--- config.mk ---
export PLATFORM = sky130hd
export DESIGN_NAME = alu_norm_div
export DESIGN_NICKNAME = d
export VERILOG_FILES = /design/src/rtl/alu_norm_pkg.sv /design/src/rtl/alu_norm_div_step.sv /design/src/rtl/alu_norm_div.sv
export SDC_FILE = /design/constraint.sdc
export NUM_CORES = 1
export LEC_CHECK = 0
export CAP_MARGIN = 20
export CELL_PAD_IN_SITES_DETAIL_PLACEMENT = 1
export CELL_PAD_IN_SITES_GLOBAL_PLACEMENT = 1
export CORE_MARGIN = 2
export CORE_UTILIZATION = 44
export CTS_CLUSTER_DIAMETER = 100
export DETAILED_ROUTE_END_ITERATION = 10
export PLACE_DENSITY_LB_ADDON = 0.1
export RECOVER_POWER = 100
export SETUP_SLACK_MARGIN = 0.4
export SLEW_MARGIN = 20
export SYNTH_ARGS = -nofsm -noshare
export SYNTH_HDL_FRONTEND = slang
export SYNTH_SLANG_ARGS = --single-unit
--- constraint.sdc ---
create_clock -name clk_i -period 7.35 [get_ports clk_i]
set_clock_uncertainty 0.1 [all_clocks]
set_input_delay 1.1025 -clock clk_i [delete_from_list [all_inputs] [get_ports clk_i]]
set_output_delay 1.1025 -clock clk_i [all_outputs]
set_load 0.02 [all_outputs]
--- src/rtl/alu_norm_pkg.sv ---
// Shared types and helpers for the normal-path lane divider.
package alu_norm_pkg;

    // Divider control states.
    typedef enum logic [1:0] {
        IDLE = 2'd0,
        CALC = 2'd1,
        FIX  = 2'd2,
        DONE = 2'd3
    } div_state_e;

    // Default lane operand width.
    localparam int DIV_DEFAULT_WIDTH = 32;

    // Step-counter width: enough bits to count DATA_WIDTH iterations.
    function automatic int divCntWidth(input int dataWidth);
        return $clog2(dataWidth + 1);
    endfunction

endpackage

--- src/rtl/alu_norm_div_step.sv ---
// One restoring-division iteration: shift in the next dividend bit,
// trial-subtract the divisor magnitude, keep or restore the result.
module div_step #(
    parameter int DATA_WIDTH = 32
) (
    input  logic [DATA_WIDTH:0]   remIn_i,
    input  logic                  dividendBit_i,
    input  logic [DATA_WIDTH-1:0] divisor_i,
    output logic [DATA_WIDTH:0]   remOut_o,
    output logic                  quotBit_o
);

    logic [DATA_WIDTH+1:0] shifted;
    logic [DATA_WIDTH:0]   diff;
    logic                  noBorrow;

    // Shift, trial subtract, and pick the difference only when it did not borrow.
    always_comb begin
        shifted   = {remIn_i, dividendBit_i};
        noBorrow  = (shifted >= {2'b00, divisor_i});
        diff      = shifted[DATA_WIDTH:0] - {1'b0, divisor_i};
        quotBit_o = noBorrow;
        remOut_o  = noBorrow ? diff : shifted[DATA_WIDTH:0];
    end

endmodule

--- src/rtl/alu_norm_div.sv ---
// Iterative radix-2 restoring divider for one normal-path ALU lane.
// Result is {remainder, quotient}; fixed latency of DATA_WIDTH+2 cycles.
module alu_norm_div
    import alu_norm_pkg::*;
#(
    parameter int DATA_WIDTH = DIV_DEFAULT_WIDTH
) (
    input  logic                    clk_i,
    input  logic                    rst_i,
    input  logic                    en_i,
    input  logic [DATA_WIDTH-1:0]   a_i,
    input  logic [DATA_WIDTH-1:0]   b_i,
    input  logic                    tc_i,
    output logic                    ready_o,
    output logic                    valid_o,
    output logic [2*DATA_WIDTH-1:0] result_o
);

    localparam int              CNT_W     = divCntWidth(DATA_WIDTH);
    localparam logic [CNT_W-1:0] LAST_STEP = CNT_W'(DATA_WIDTH - 1);

    div_state_e                state_q, state_d;
    logic [CNT_W-1:0]          cnt_q, cnt_d;
    logic [DATA_WIDTH:0]       prem_q, prem_d;
    logic [DATA_WIDTH-1:0]     quot_q, quot_d;
    logic [DATA_WIDTH-1:0]     divMag_q, divMag_d;
    logic [DATA_WIDTH-1:0]     aRaw_q, aRaw_d;
    logic                      signA_q, signA_d;
    logic                      signB_q, signB_d;
    logic                      tc_q, tc_d;
    logic                      divZero_q, divZero_d;
    logic [2*DATA_WIDTH-1:0]   result_q, result_d;

    logic [DATA_WIDTH:0]       stepRem;
    logic                      stepQBit;
    logic [DATA_WIDTH-1:0]     quotFix;
    logic [DATA_WIDTH-1:0]     remFix;
    logic [2*DATA_WIDTH-1:0]   fixResult;

    // quot_q holds the remaining dividend bits at the top while quotient bits enter at the bottom.
    div_step #(
        .DATA_WIDTH (DATA_WIDTH)
    ) u_step (
        .remIn_i       (prem_q),
        .dividendBit_i (quot_q[DATA_WIDTH-1]),
        .divisor_i     (divMag_q),
        .remOut_o      (stepRem),
        .quotBit_o     (stepQBit)
    );

    // Sign correction of the magnitude results, with the divide-by-zero override.
    always_comb begin
        quotFix = (tc_q && (signA_q ^ signB_q)) ? -quot_q : quot_q;
        remFix  = (tc_q && signA_q) ? -prem_q[DATA_WIDTH-1:0] : prem_q[DATA_WIDTH-1:0];
        if (divZero_q) begin
            fixResult = {aRaw_q, {DATA_WIDTH{1'b1}}};
        end else begin
            fixResult = {remFix, quotFix};
        end
    end

    // Next-state logic: issue in IDLE/DONE, iterate in CALC, write the result in FIX.
    always_comb begin
        state_d   = state_q;
        cnt_d     = cnt_q;
        prem_d    = prem_q;
        quot_d    = quot_q;
        divMag_d  = divMag_q;
        aRaw_d    = aRaw_q;
        signA_d   = signA_q;
        signB_d   = signB_q;
        tc_d      = tc_q;
        divZero_d = divZero_q;
        result_d  = result_q;
        case (state_q)
            IDLE, DONE: begin
                if (en_i) begin
                    signA_d   = a_i[DATA_WIDTH-1];
                    signB_d   = b_i[DATA_WIDTH-1];
                    quot_d    = (tc_i && a_i[DATA_WIDTH-1]) ? -a_i : a_i;
                    divMag_d  = (tc_i && b_i[DATA_WIDTH-1]) ? -b_i : b_i;
                    tc_d      = tc_i;
                    divZero_d = (b_i == '0);
                    aRaw_d    = a_i;
                    cnt_d     = '0;
                    prem_d    = '0;
                    state_d   = CALC;
                end else if (state_q == DONE) begin
                    state_d = IDLE;
                end
            end
            CALC: begin
                prem_d = stepRem;
                quot_d = {quot_q[DATA_WIDTH-2:0], stepQBit};
                cnt_d  = cnt_q + CNT_W'(1);
                if (cnt_q == LAST_STEP) begin
                    state_d = FIX;
                end
            end
            FIX: begin
                result_d = fixResult;
                state_d  = DONE;
            end
            default: begin
                state_d = IDLE;
            end
        endcase
    end

    // State and datapath registers with asynchronous reset.
    always_ff @(posedge clk_i or posedge rst_i) begin
        if (rst_i) begin
            state_q   <= IDLE;
            cnt_q     <= '0;
            prem_q    <= '0;
            quot_q    <= '0;
            divMag_q  <= '0;
            aRaw_q    <= '0;
            signA_q   <= 1'b0;
            signB_q   <= 1'b0;
            tc_q      <= 1'b0;
            divZero_q <= 1'b0;
            result_q  <= '0;
        end else begin
            state_q   <= state_d;
            cnt_q     <= cnt_d;
            prem_q    <= prem_d;
            quot_q    <= quot_d;
            divMag_q  <= divMag_d;
            aRaw_q    <= aRaw_d;
            signA_q   <= signA_d;
            signB_q   <= signB_d;
            tc_q      <= tc_d;
            divZero_q <= divZero_d;
            result_q  <= result_d;
        end
    end

    assign ready_o  = (state_q == IDLE) || (state_q == DONE);
    assign valid_o  = (state_q == DONE);
    assign result_o = result_q;

endmodule

* After elaboration in Yosys (flattened, before gate mapping) *
Cells that the tools add are included.

storage, ports and cells
  memories = 0
  input port bits = 68
  memory bits (writable) = 0
  logic and storage cells = 54
  bits in read-only memories = 0
  bits in latches = 0
  output and inout port bits = 66
  bits in registers = 205

cells by class
  order comparisons = 1
  shifts and indexed selects = 0
  add/sub/neg operators = 6
  multipliers = 0
  bitwise logic cells = 1
  multiplexer cells = 16
  reductions and logical operators = 12
  equal/unequal tests = 7
  divide/modulo/power cells = 0

operators with widths
  kind                   count
  $mux W32               5
  $neg A32 Y32           4
  $mux W33               2
  $pmux W33 S2           1
  $mux W64               1
  $pmux W32 S2           1
  $ge A34 B32 Y1         1
  $sub A33 B32 Y33       1
  $logic_not A32 Y1      1
  $pmux W6 S2            1
  $add A6 B1 Y6 const B  1
  $eq A6 B5 Y1 const B   1
  $mux W2                3
  $mux W6                1
  $pmux W2 S3            1
  $reduce_and A2 Y1      3
  $eq A2 B2 Y1 const B   2
  $logic_and A1 B1 Y1    4
  $ne A2 B2 Y1 const B   2
  $ne A3 B3 Y1 const B   1
  $eq A2 B1 Y1 const B   1
  $logic_not A2 Y1       1
  $reduce_bool A2 Y1     1
  $reduce_or A2 Y1       1
  2 further kinds        2

* Depth between registers and ports, before layout *
Gate-level depths: netlist (run 1).

  depth after elaboration = 4
  depth in mapped cells = 15
  depth with buffers taken out = 13

* Modules after synthesis *
From an unflattened synthesis (run 1), not the netlist that was laid out.

unflattened totals
  cell total of the unflattened synthesis = 1605
  area total of the unflattened synthesis = 13286.5 µm²

by module, submodules not included
  module        cells an instance  sequential area each (µm²)  area an instance (µm²)  times used
  alu_norm_div  1259               5104.9                      11095.6                 1
  div_step      346                0.0                         2190.9                  1

* Worst setup path before layout (run 1) *
OpenSTA, ideal clock, no wires.

  kind = input to register
  from = input a_i[2]
  to = register quot_q[31]
  stages on the path = 8
  buffers on the path = 0
  data required time = 7.168 ns
  arrival time = 3.074 ns
  library setup time = 0.082 ns
  path slack = 4.094 ns
  cells stage by stage = or4_1 nor3_1 and3_1 and2_1 nand4_1 o41ai_1 nand3_1 a31oi_1

between the ends
  cells in the longest elaborated chain, start to end = 4

RTL lines
  element                 line                 RTL
  start: declaration      alu_norm_div.sv:11   input logic [DATA_WIDTH-1:0] a_i,
  $neg A32 Y32            alu_norm_div.sv:80   quot_d = (tc_i && a_i[DATA_WIDTH-1]) ? -a_i : a_i;
  $mux W32                alu_norm_div.sv:80
  $mux W32                alu_norm_div.sv:77   if (en_i) begin
  $pmux W32 S2            alu_norm_div.sv:75   case (state_q)
  end signal: assignment  alu_norm_div.sv:128  quot_q <= quot_d;
  end: declaration        alu_norm_div.sv:25   logic [DATA_WIDTH-1:0] quot_q, quot_d;

Every way passes these cells. The select of a mux whose other input is x is not followed.
A chain may end at the register's enable or synchronous reset.

* Worst setup path after layout (run 1) *
  from = input en_i
  to = register state_q[0]

between the ends
  cells in the longest elaborated chain, start to end = 2
  elaborated cells on any way between the ends = 4
  classes of those cells = eq/ne (1); mux (2); reduce/logical (1)

RTL lines
  element                                                  line                 RTL
  start: declaration                                       alu_norm_div.sv:10   input logic en_i,
  $mux W2 / $ne A3 B3 Y1 (equally long branches)           n/a
  $pmux W2 S3 / $reduce_and A2 Y1 (equally long branches)  n/a
  end signal: assignment                                   alu_norm_div.sv:125  state_q <= state_d;
  end: declaration                                         alu_norm_div.sv:22   div_state_e state_q, state_d;

Several ways; a longest one is shown, not always the timed one.

==> impl_results.md, run 1 <==
- Run status: finished, violations left
- Failing checks: capacitance limit, slew limit
- Post CTS Setup Buffer Count: 0
- Area leader, netlist: dfrtp_1
- Arr. time, crit path: roughly 5400 ps
- Synth Cell Area: about 13000 um2
- WL per Instance: about 20 um
- Final hold vios: 0
- Routability cong.: about 0.89
- First-pass GRT wire length: 60900 um
- Post-route ant nets: 0
- DR vias: around 11000
- Crit path largest cell delay: 1870 ps
- Critical path's slowest cell: clkbuf_1
- Die Wd: roughly 170 um
- CP Launch Type: input pin
- Design area: roughly 15000 um2
- Share of layout cells above drive strength 1: 7.35%
- Leak pwr: roughly 6.5 nW
- FMAX: 196 MHz
- HPWL Detailed: ~29000 um
- RSZ-0062 raised after global routing: no
- Reg clk slew, reported paths: roughly 60 ps
- Post-place instance area: between 10000 and 15000 um2
- Netlist cell types: 66
- Max Cap Violations: 5
- Clock Tree Buf Depth: 3
- Crit Path Category: input pin to flop
- CTS tree: built
- Tcrit/Tclk final: between 60% and 70%
- Area growth from synthesis to layout: 19.5%
- HP Class: flop to flop
- Root Buffer: clkbuf_16
- H-tree depth: 1
- Initial drt markers: between 400 and 500
- Site Rows: 62
- Ys Warns: 0
- Final setup vio count: 0
- Final Critical Period: a little over 5000 ps
- Drt drc: 0
- DR vias/cell: 5.56
- Initial antenna violation count: 3
- Top cells by area, synth: dfrtp_1, o21ai_0, xnor2_1
- Slew Limit Fails: 254
- Main synth FF type: dfrtp_1
- Avg Cell Area, Syn: just under 9 um2
- Share of the synthesized area in the top cell type: about two fifths
- Final Util: 53.0%
- Maximum VDD drop: approximately 200 uV
- FF-to-FF setup slack: about 2300 ps
- Post-CTS resize count: 0
- Synth Instances: ~1400
- Vias in the first global route: 11187
- Cell Pwr Density: approximately 490 nW/um2
- Post-layout nets: approximately 1600
- CTS Buf Count: 24
- Worst skew pair latency: 530 ps
- Post-synth ARST share: 100%
- DRT Pass-1 Iters: 5
- Sequential cell area fraction in the yosys report: roughly 40%
- Die Span Y: ~170 um
- Hold WS: approximately 380 ps
- Core area: between 20000 and 30000 um2
- Most frequent cells in the layout: dfrtp_1, o21ai_0, nand2_1, a21oi_1, nor2_1
- GRT Overall Usage: 25.3%
- Synthesized net count: approximately 1500
- Grt ovf: 0
- Cell breakdown of the critical path: dlygate4sd3_1, nand2_1, clkbuf_1, a21boi_0, o21ai_0
- Worst Setup End Kind: flop
- Ports: 134
- IO Port Bufs: ~130
- CTS Hold Bufs: 0
- Setup tns final: 0 ps
- Crit path max fanout: 67
- Critical Path RT: ~7600 ps
- Leading cell type in the layout, fill and taps excluded: dfrtp_1
- Pin count of the biggest net entering global routing: 129
- Drt total wl: about 38000 um
- Die area: between 30000 and 40000 um2
- Starting Density: around 44%
- CTS sink count: 204
- Register bit total from synthesis: approximately 200
- Rel. slew slack: -68.2%
- Slew @ Worst Pin: 2520 ps
- Post-synth EDFFs: 0
[where the power goes]
part           switching [mW]  total (mW)  internal, mW
Sequential              0.436        2.06          1.63
Clock                   0.487        1.27         0.778
Combinational            2.41        4.10          1.69
[metrics by stage]
stage                     total power, mW  setup slack, ps  std cells
after floorplan                      4.93              580       1437
after global placement               6.11             3250       1890
after detailed placement             6.25             3170       1890
after CTS                            7.54             3550       1934
after global routing                 8.03             1690       1936
final                                7.42             2250       1939
[worst paths after layout]
path                             start           end  cells after the start
max                               en_i    state_q[0]                      5
min reg2reg                divMag_q[9]   divMag_q[9]                      2
max in group asynchronous        rst_i  result_o[10]                      4
min in group asynchronous        rst_i    aRaw_q[11]                      2
max reg2reg                 state_q[1]      cnt_q[3]                      8
min                        divMag_q[9]   divMag_q[9]                      2
[Yosys cell counts (21+ instances only)]
library cell    n
a21oi_1       108
clkbuf_1       55
dfrtp_1       204
ha_1           40
inv_1          71
mux2_2         48
mux2i_1        21
nand2_1       169
nor2_1        103
nor3_1         27
o21ai_0       182
o22a_1         24
xnor2_1        75
xor2_1         73
[routing by layer]
layer / vias up / wire, um / global-route usage (%)
met5: - / 0 / 0
met4: 0 / 1270 / 8.90
met3: 59 / 1320 / 3.09
met2: 216 / 18600 / 44.7
met1: 5252 / 16700 / 32.0
li1: 5250 / - / -
[layout make-up]
class,count,area [um2]
Tap cell,384,480
Fill cell,3342,13400
Clock buffer,36,757
Clock inverter,8,92.6
Sequential cell,204,5100
Inverter,71,274
Multi-Input combinational cell,1090,6970
Antenna cell,3,7.51
Timing Repair Buffer,143,1410
[cells by family (layout without fill, tap and decap cells)]
family,after synthesis,after routing,share of synthesized area [%]
compound gates,428,428,20.1
simple gates,404,404,14.6
flops,204,204,40.4
xor+xnor,148,148,10.3
buf+inv,143,258,4.57
mux,69,69,5.94
fa+ha+maj,41,41,4.12
other cells,0,3,0
[state kept, by name, indices dropped and copies added (netlist names)]
| name | count |
|---|---|
| result_o | 64 |
| divZero_q | 1 |
| aRaw_q | 32 |
| state_q | 2 |
| prem_q | 33 |
| signB_q | 1 |
| divMag_q | 32 |
| tc_q | 1 |
| cnt_q | 6 |
| quot_q | 32 |
[worst max-delay path, delay by kind of cell]
kind / cells / cell delay, ps
buf+inv: 2 / 2500
simple gates: 1 / 1270
compound gates: 2 / 440
No activity file was read; power rests on OpenSTA's default activity.
==> run 2, diff against run 1 <==
--- a/config.mk
+++ b/config.mk
@@ -9,7 +9,7 @@
 export CELL_PAD_IN_SITES_DETAIL_PLACEMENT = 1
 export CELL_PAD_IN_SITES_GLOBAL_PLACEMENT = 1
 export CORE_MARGIN = 2
-export CORE_UTILIZATION = 44
+export CORE_UTILIZATION = 40
 export CTS_CLUSTER_DIAMETER = 100
 export DETAILED_ROUTE_END_ITERATION = 10
 export PLACE_DENSITY_LB_ADDON = 0.1
==> constraint.sdc (replaced) <==
create_clock -name clk_i -period 4.3 [get_ports clk_i]
set_clock_uncertainty 0.1 [all_clocks]
set_input_delay 0.645 -clock clk_i [delete_from_list [all_inputs] [get_ports clk_i]]
set_output_delay 0.645 -clock clk_i [all_outputs]
set_load 0.02 [all_outputs]
==> impl_results.md, run 2 (synthesis results as in run 1) <==
- Critical Path RT: 4570 ps
- Slew Limit Fails: roughly 200
- Final Util: between 40% and 50%
- Pwr Total: about 12 mW
- Final hold vios: 0
- WL per Instance: just under 20 um
- Post-place instance area: approximately 14000 um2
- CTS Hold Bufs: 0
- Tcrit/Tclk final: a little over four fifths
- Final setup vio count: 0
- Post CTS Setup Buffer Count: 0
- Pin count of the biggest net entering global routing: 74
- Post-CTS resize count: 0
- Clock power frac: 15.9%
- Cell Pwr Density: 824 nW/um2
- Final worst-path setup slack: just under 700 ps
- Initial antenna violation count: 0
- Arr. time, crit path: about 4000 ps
- Worst r2r src: quot_q[31]
- DR vias/cell: ~5.5
- Grt ovf: 0
- DR vias: about 11000
- Setup tns final: 0 ps
- Initial drt markers: 489
- Vias in the first global route: 10968
- CTS Buf Count: 24
- Failing checks: capacitance limit, slew limit
- Leading cell type in the layout, fill and taps excluded: dfrtp_1
- Most frequent cells in the layout: dfrtp_1, o21ai_0, nand2_1, a21oi_1, nor2_1
- Core area: around 31000 um2
- DRT Pass-1 Iters: 4
- Clock Tree Buf Depth: 3
- Max Cap Violations: 4
- IO Port Bufs: between 100 and 150
- GRT Overall Usage: between 20% and 30%
- Critical path origin: quot_q[31]
- Max reg flops: between 60 and 70
- Hold Startpoint: divMag_q[25]
- Share of layout cells above drive strength 1: roughly 7%
- Drt drc: 0
- Crit Path Category: flop to flop
- CTS sink count: approximately 200
- Design area: roughly 15000 um2
- Ports: around 130
- FMAX: 276 MHz
- Drt total wl: about 38000 um
- Routability cong.: about 0.87
- Die Wd: around 180 um
- Area growth from synthesis to layout: 18.8%
- Hold WS: about 370 ps
- CP Launch Type: flop
- Die area: 33000 um2
- Post-layout nets: between 1500 and 2000
- CTS tree: built
- P_sw: ~5.6 mW
- Sequential share of power: ~28%
- Combinational fraction of design power: between 50 and 60%
- Final Critical Period: around 3600 ps
- RSZ-0062 raised after global routing: no
- Rel. slew slack: -21.7%
- Post-route ant nets: 0
- Run status: finished, violations left
- Worst Setup End Kind: flop
- Die Span Y: roughly 180 um
- Slew @ Worst Pin: roughly 1800 ps
- Root Buffer: clkbuf_16
- Internal power: about 6.8 mW
- Site Rows: 65
- Post-Place Setup Slack: around 570 ps
- First-pass GRT wire length: roughly 61000 um
- Final cell count without fillers: just under 2000
- Starting Density: around 40%
- HPWL Detailed: around 29000 um
- Switching Fraction: around 45%
- Reg clk slew, reported paths: 60 ps
- H-tree depth: 1
- Maximum VDD drop: around 400 uV
- Crit path max fanout: 8
- Diode count: 0
- Dpl cells: 1917
- HP Class: flop to flop
- Worst skew pair latency: 520 ps
- Leak pwr: about 6.5 nW
==> run 2: cell types whose count changed in the layout (fill, tap and decap cells not counted), sizes merged <==
cell           before  now
buf                 4   11
bufinv              2    0
clkbuf             42   43
clkdlybuf4s50      65   63
clkinv              5    3
diode               3    0
dlygate4sd3        68   70
inv                71   70
==> run 2: power by group through the flow <==
stage	sequential [mW]	clock, mW	combinational [mW]
after floorplan	3.63	0	4.80
after detailed placement	3.56	0	7.08
after global placement	3.52	0	6.92
final	3.51	1.97	6.89
after global routing	3.65	2.09	7.67
after CTS	3.53	2.02	7.12
==> run 2: critical path, cell delays in order (launching register included) <==
cell and delay, ps:
dfrtp_1 440, inv_1 80, ha_1 150, inv_1 50, fa_1 400, a21oi_1 240, o211ai_1 150, and3_1 200
o21ai_0 340, a21oi_1 210, a31o_1 360, nand2_1 180, clkbuf_1 350, o221ai_1 190
==> run 2: worst paths after layout <==
path / cells past startpoint / slack [ps] / endpoint
hold reg to reg: 2 / 370 / divMag_q[25]
setup / recovery: 13 / 680 / prem_q[18]
max in group asynchronous: 3 / 820 / divMag_q[29]
hold / removal: 2 / 370 / divMag_q[25]
min in group asynchronous: 2 / 850 / result_o[47]
setup reg to reg: 13 / 680 / prem_q[18]
==> run 2: cell type report <==
class,instances,area [um2]
Inverter,71,268
Tap cell,402,503
Fill cell,3670,16300
Sequential cell,204,5100
Timing Repair Buffer,150,1450
Multi-Input combinational cell,1090,6940
Clock buffer,37,731
Clock inverter,3,15.0
==> run 2: per-layer routing <==
layer | vias to the layer above | track usage (%) | wire length, um
met2 | 181 | 40.5 | 18500
met1 | 5257 | 30.2 | 17100
li1 | 5244 | - | -
met4 | 0 | 6.60 | 1010
met5 | - | 0 | 0
met3 | 51 | 2.51 | 1280
==> RTL change 1, RTL diff (settings of run 2) <==
Re-encode `div_state_e` (4 states) as one-hot, 4 bits wide.
--- a/src/rtl/alu_norm_pkg.sv
+++ b/src/rtl/alu_norm_pkg.sv
@@ -2,11 +2,11 @@
 package alu_norm_pkg;
 
     // Divider control states.
-    typedef enum logic [1:0] {
-        IDLE = 2'd0,
-        CALC = 2'd1,
-        FIX  = 2'd2,
-        DONE = 2'd3
+    typedef enum logic [3:0] {
+        IDLE = 4'b0001,
+        CALC = 4'b0010,
+        FIX  = 4'b0100,
+        DONE = 4'b1000
     } div_state_e;
 
     // Default lane operand width.
Function: same outputs for any inputs over 10 cycles, from zero or initial values and one cycle with rst_i high; not proved beyond that.
==> RTL change 1 against run 2 <==
The run still ends with capacitance limit, slew limit left; final cell count grew 3.0%; total power is 11% lower; worst setup slack got worse by 220 ps; clock power increased by 7%; design area increased by 0.52%; non-clock buffer count increased by 6; sequential cell count grew 2; via count is 2.3% higher; count of clock-buffer cells in the layout is 3 higher; wire length down 4.7%; area after synthesis is 0.40% lower; utilization grew 1.1 points.
==> RTL change 1: results (changes against run 2) <==
initial DRC count 492 (+0.61%); Non-Clock Buffer Count 156 (+4.0%); multi-input gate count 1156 (+6.1%); # hold bufs at CTS 0 (unchanged); worst r2r dst prem_q[16]$_DFFE_PP0P_; # Max-Cap Violations 3 (-1); Vias/cell 5.45 (-0.69%); # diodes 0 (unchanged); Cell Int Power 0.00611 W (-10%); fmax 260 MHz (-5.7%); pin count of the biggest net entering global routing 88 (+19%); multiplexer share of the synthesized area 2.42% (-3.5 points); fillers 3658 (-0.33%); Non-clock buffering overhead 9.95% (+0.27 points); first-pass GRT wire length 59.2 mm (-3.1%); Final Max Tran Viols 141 (-31%); layout cells sized above 1 4.01% (-3.0 points); clk sinks 206 (+0.98%); Peak VDD IR 0.000358 V (-12%); Post-synth top cells nand2_1, dfrtp_1, o21ai_0; Yosys cell types 62 (-6.1%); Slowest Stage Delay on Critical Path 410 ps (-30 ps); Seq/Total Area, Yosys 41.0% (+0.57 points); post-layout util 49.1% (+1.1 points); Post-Synth Adder-Cell Area 3.84% (-0.28 points); worst slew pin tran 1790 ps (-36.4 ps); status finished with violations; Critical Path Fanout Max 9 (+1); cts bufs inserted 25 (+4.2%); inverters 58 (-18%); largest cells by area after synthesis dfrtp_1, nand2_1, o21ai_0; clock buf count 40 (+8.1%); Hold Path End aRaw_q[30]$_DFFE_PP0P_; multi-input gate share of total cell area 45.7% (-0.53 points); Placer Congestion 0.864 (-0.87%); worst path arrival time 4070 ps (+180 ps); Setup WS pre-CTS 480 ps (-91.9 ps); failing checks capacitance limit, slew limit; R2R depth 14 (+1); number of global-route vias before repair 11300 (+3.1%); Synth Area in Compound Gates 20.8% (+0.66 points); clk tree area frac 5.45% (+0.48 points); Max Buffers Root-to-Sink 3 (unchanged); NumNets Final 1709 (+3.6%); final WL 36.2 mm (-4.7%); All-Layer GR Usage 21.9% (-1.2 points); worst reg2reg setup slack 460 ps (-220 ps); Post-CTS Resized 0 (unchanged); Syn Nets 1603 (+3.7%); hold_sp aRaw_q[30]$_DFFE_PP0P_
RTL change 1: changes by cell type in the layout (fill, tap and decap cells not counted), sizes merged, moves of 14 or more:
cell / delta
mux2: -45
xor2: +14
o22a: -24
a21oi: +25
nor2: +15
a22oi: +23
xnor2: -17
nand2: +75
RTL change 1: stage by stage:
| step | hold WS (ps) | instances |
|---|---|---|
| floorplan | 338 | 1497 |
| global placement | 354 | 1972 |
| detailed placement | 359 | 1972 |
| CTS | 383 | 2016 |
| global route | 405 | 2016 |
| finish | 377 | 2016 |
RTL change 1: power groups by stage:
stage	Clock [W]	Combinational, W	Sequential (W)
finish	0.00211	0.00574	0.00316
detailed placement	0	0.00591	0.00319
global route	0.00224	0.00645	0.00326
global placement	0	0.00573	0.00316
CTS	0.00217	0.00595	0.00317
floorplan	0	0.00443	0.00297
RTL change 1: layer usage:
layer  up-vias  wire [um]  global-route usage (%)
li1       5452          -                       -
met1      5318      16300                    28.4
met2       162      17900                    39.8
met3        48       1150                    1.93
met4         0        728                    4.91
met5         -          0                       0
==> RTL change 2, RTL diff (config.mk and constraints of run 2) <==
Made on the original files. Change the package constant `DIV_DEFAULT_WIDTH` from 32 to 64.
--- a/src/rtl/alu_norm_pkg.sv
+++ b/src/rtl/alu_norm_pkg.sv
@@ -10,7 +10,7 @@
     } div_state_e;
 
     // Default lane operand width.
-    localparam int DIV_DEFAULT_WIDTH = 32;
+    localparam int DIV_DEFAULT_WIDTH = 64;
 
     // Step-counter width: enough bits to count DATA_WIDTH iterations.
     function automatic int divCntWidth(input int dataWidth);
Ports: changed (resized a_i, b_i and result_o); port bits go from 134 to 262. No check against the original RTL was run, so the function may have changed too.
==> RTL change 2 against run 2 <==
The run still ends with capacitance limit, slew limit left; sequential cell count grew 193; via count grew 120%; wire length grew 140%; design area grew 110%; area after synthesis grew 100%; hold slack gained 1.5 ps; total power grew 71%; worst setup slack lost 410 ps.
==> RTL change 2: results (changes against run 2) <==
hold_sp divMag_q[23]$_DFFE_PP0P_; combinational share of power 49.4% (-6.3 points); Slowest cell on crit path or4_1; status finished with violations; first-pass GRT wire length 144 mm (+140%); failing checks capacitance limit, slew limit; final WL 91.1 mm (+140%); Post-CTS Resized 16 (+16); initial DRC count 1330 (+170%); cts bufs inserted 48 (+100%); Placer Congestion 0.943 (+8.2%); PortBufs 261 (+96%); worst reg2reg startpoint quot_q[63]$_DFFE_PP0P_; Sequential Power Share 30.7% (+2.3 points); R2R depth 19 (+6); layout cells sized above 1 9.03% (+2.0 points); largest cells by area after synthesis dfrtp_1, nand2_1, o21ai_0; NumNets Final 3603 (+120%); routed len/inst 21.3 um (+9.8%); postcts setup bufs 9 (+9); # Max-Cap Violations 6 (+2); Final Max Tran Viols 514 (+150%); P_seq 0.00650 W (+85%); number of global-route vias before repair 25000 (+130%); Critical Path Fanout Max 4 (-4); fillers 7509 (+100%); leakage power 13.7 nW (+110%); Yosys cell types 74 (+12%); multiplexer share of the synthesized area 4.26% (-1.7 points)
## RTL change 2: cell types whose count changed in the layout (fill, tap and decap cells not counted), sizes merged, moves of 65 or more
cell / before / now
a21oi: 108 / 305
buf: 11 / 120
clkbuf: 43 / 109
clkdlybuf4s50: 63 / 128
dfrtp: 204 / 397
nand2: 170 / 514
nor2: 104 / 273
o21ai: 183 / 361
xnor2: 75 / 148
xor2: 73 / 161
## RTL change 2: final cells by class
type,instances,area [um^2],area share [%]
Multi-Input combinational cell,2420,14600,46.3
Sequential cell,397,9940,31.6
Timing Repair Buffer,421,3870,12.3
Clock buffer,70,1420,4.52
Tap cell,846,1060,3.36
Inverter,110,414,1.31
Clock inverter,16,213,0.675
## RTL change 2: metal layers
metal / global-route usage [%] / wire length, um / vias to the layer above
met5: 0 / 0 / -
met4: 6.92 / 2120 / 0
met3: 2.84 / 3260 / 122
met2: 46.0 / 43600 / 490
met1: 37.3 / 42100 / 11700
li1: - / - / 11300
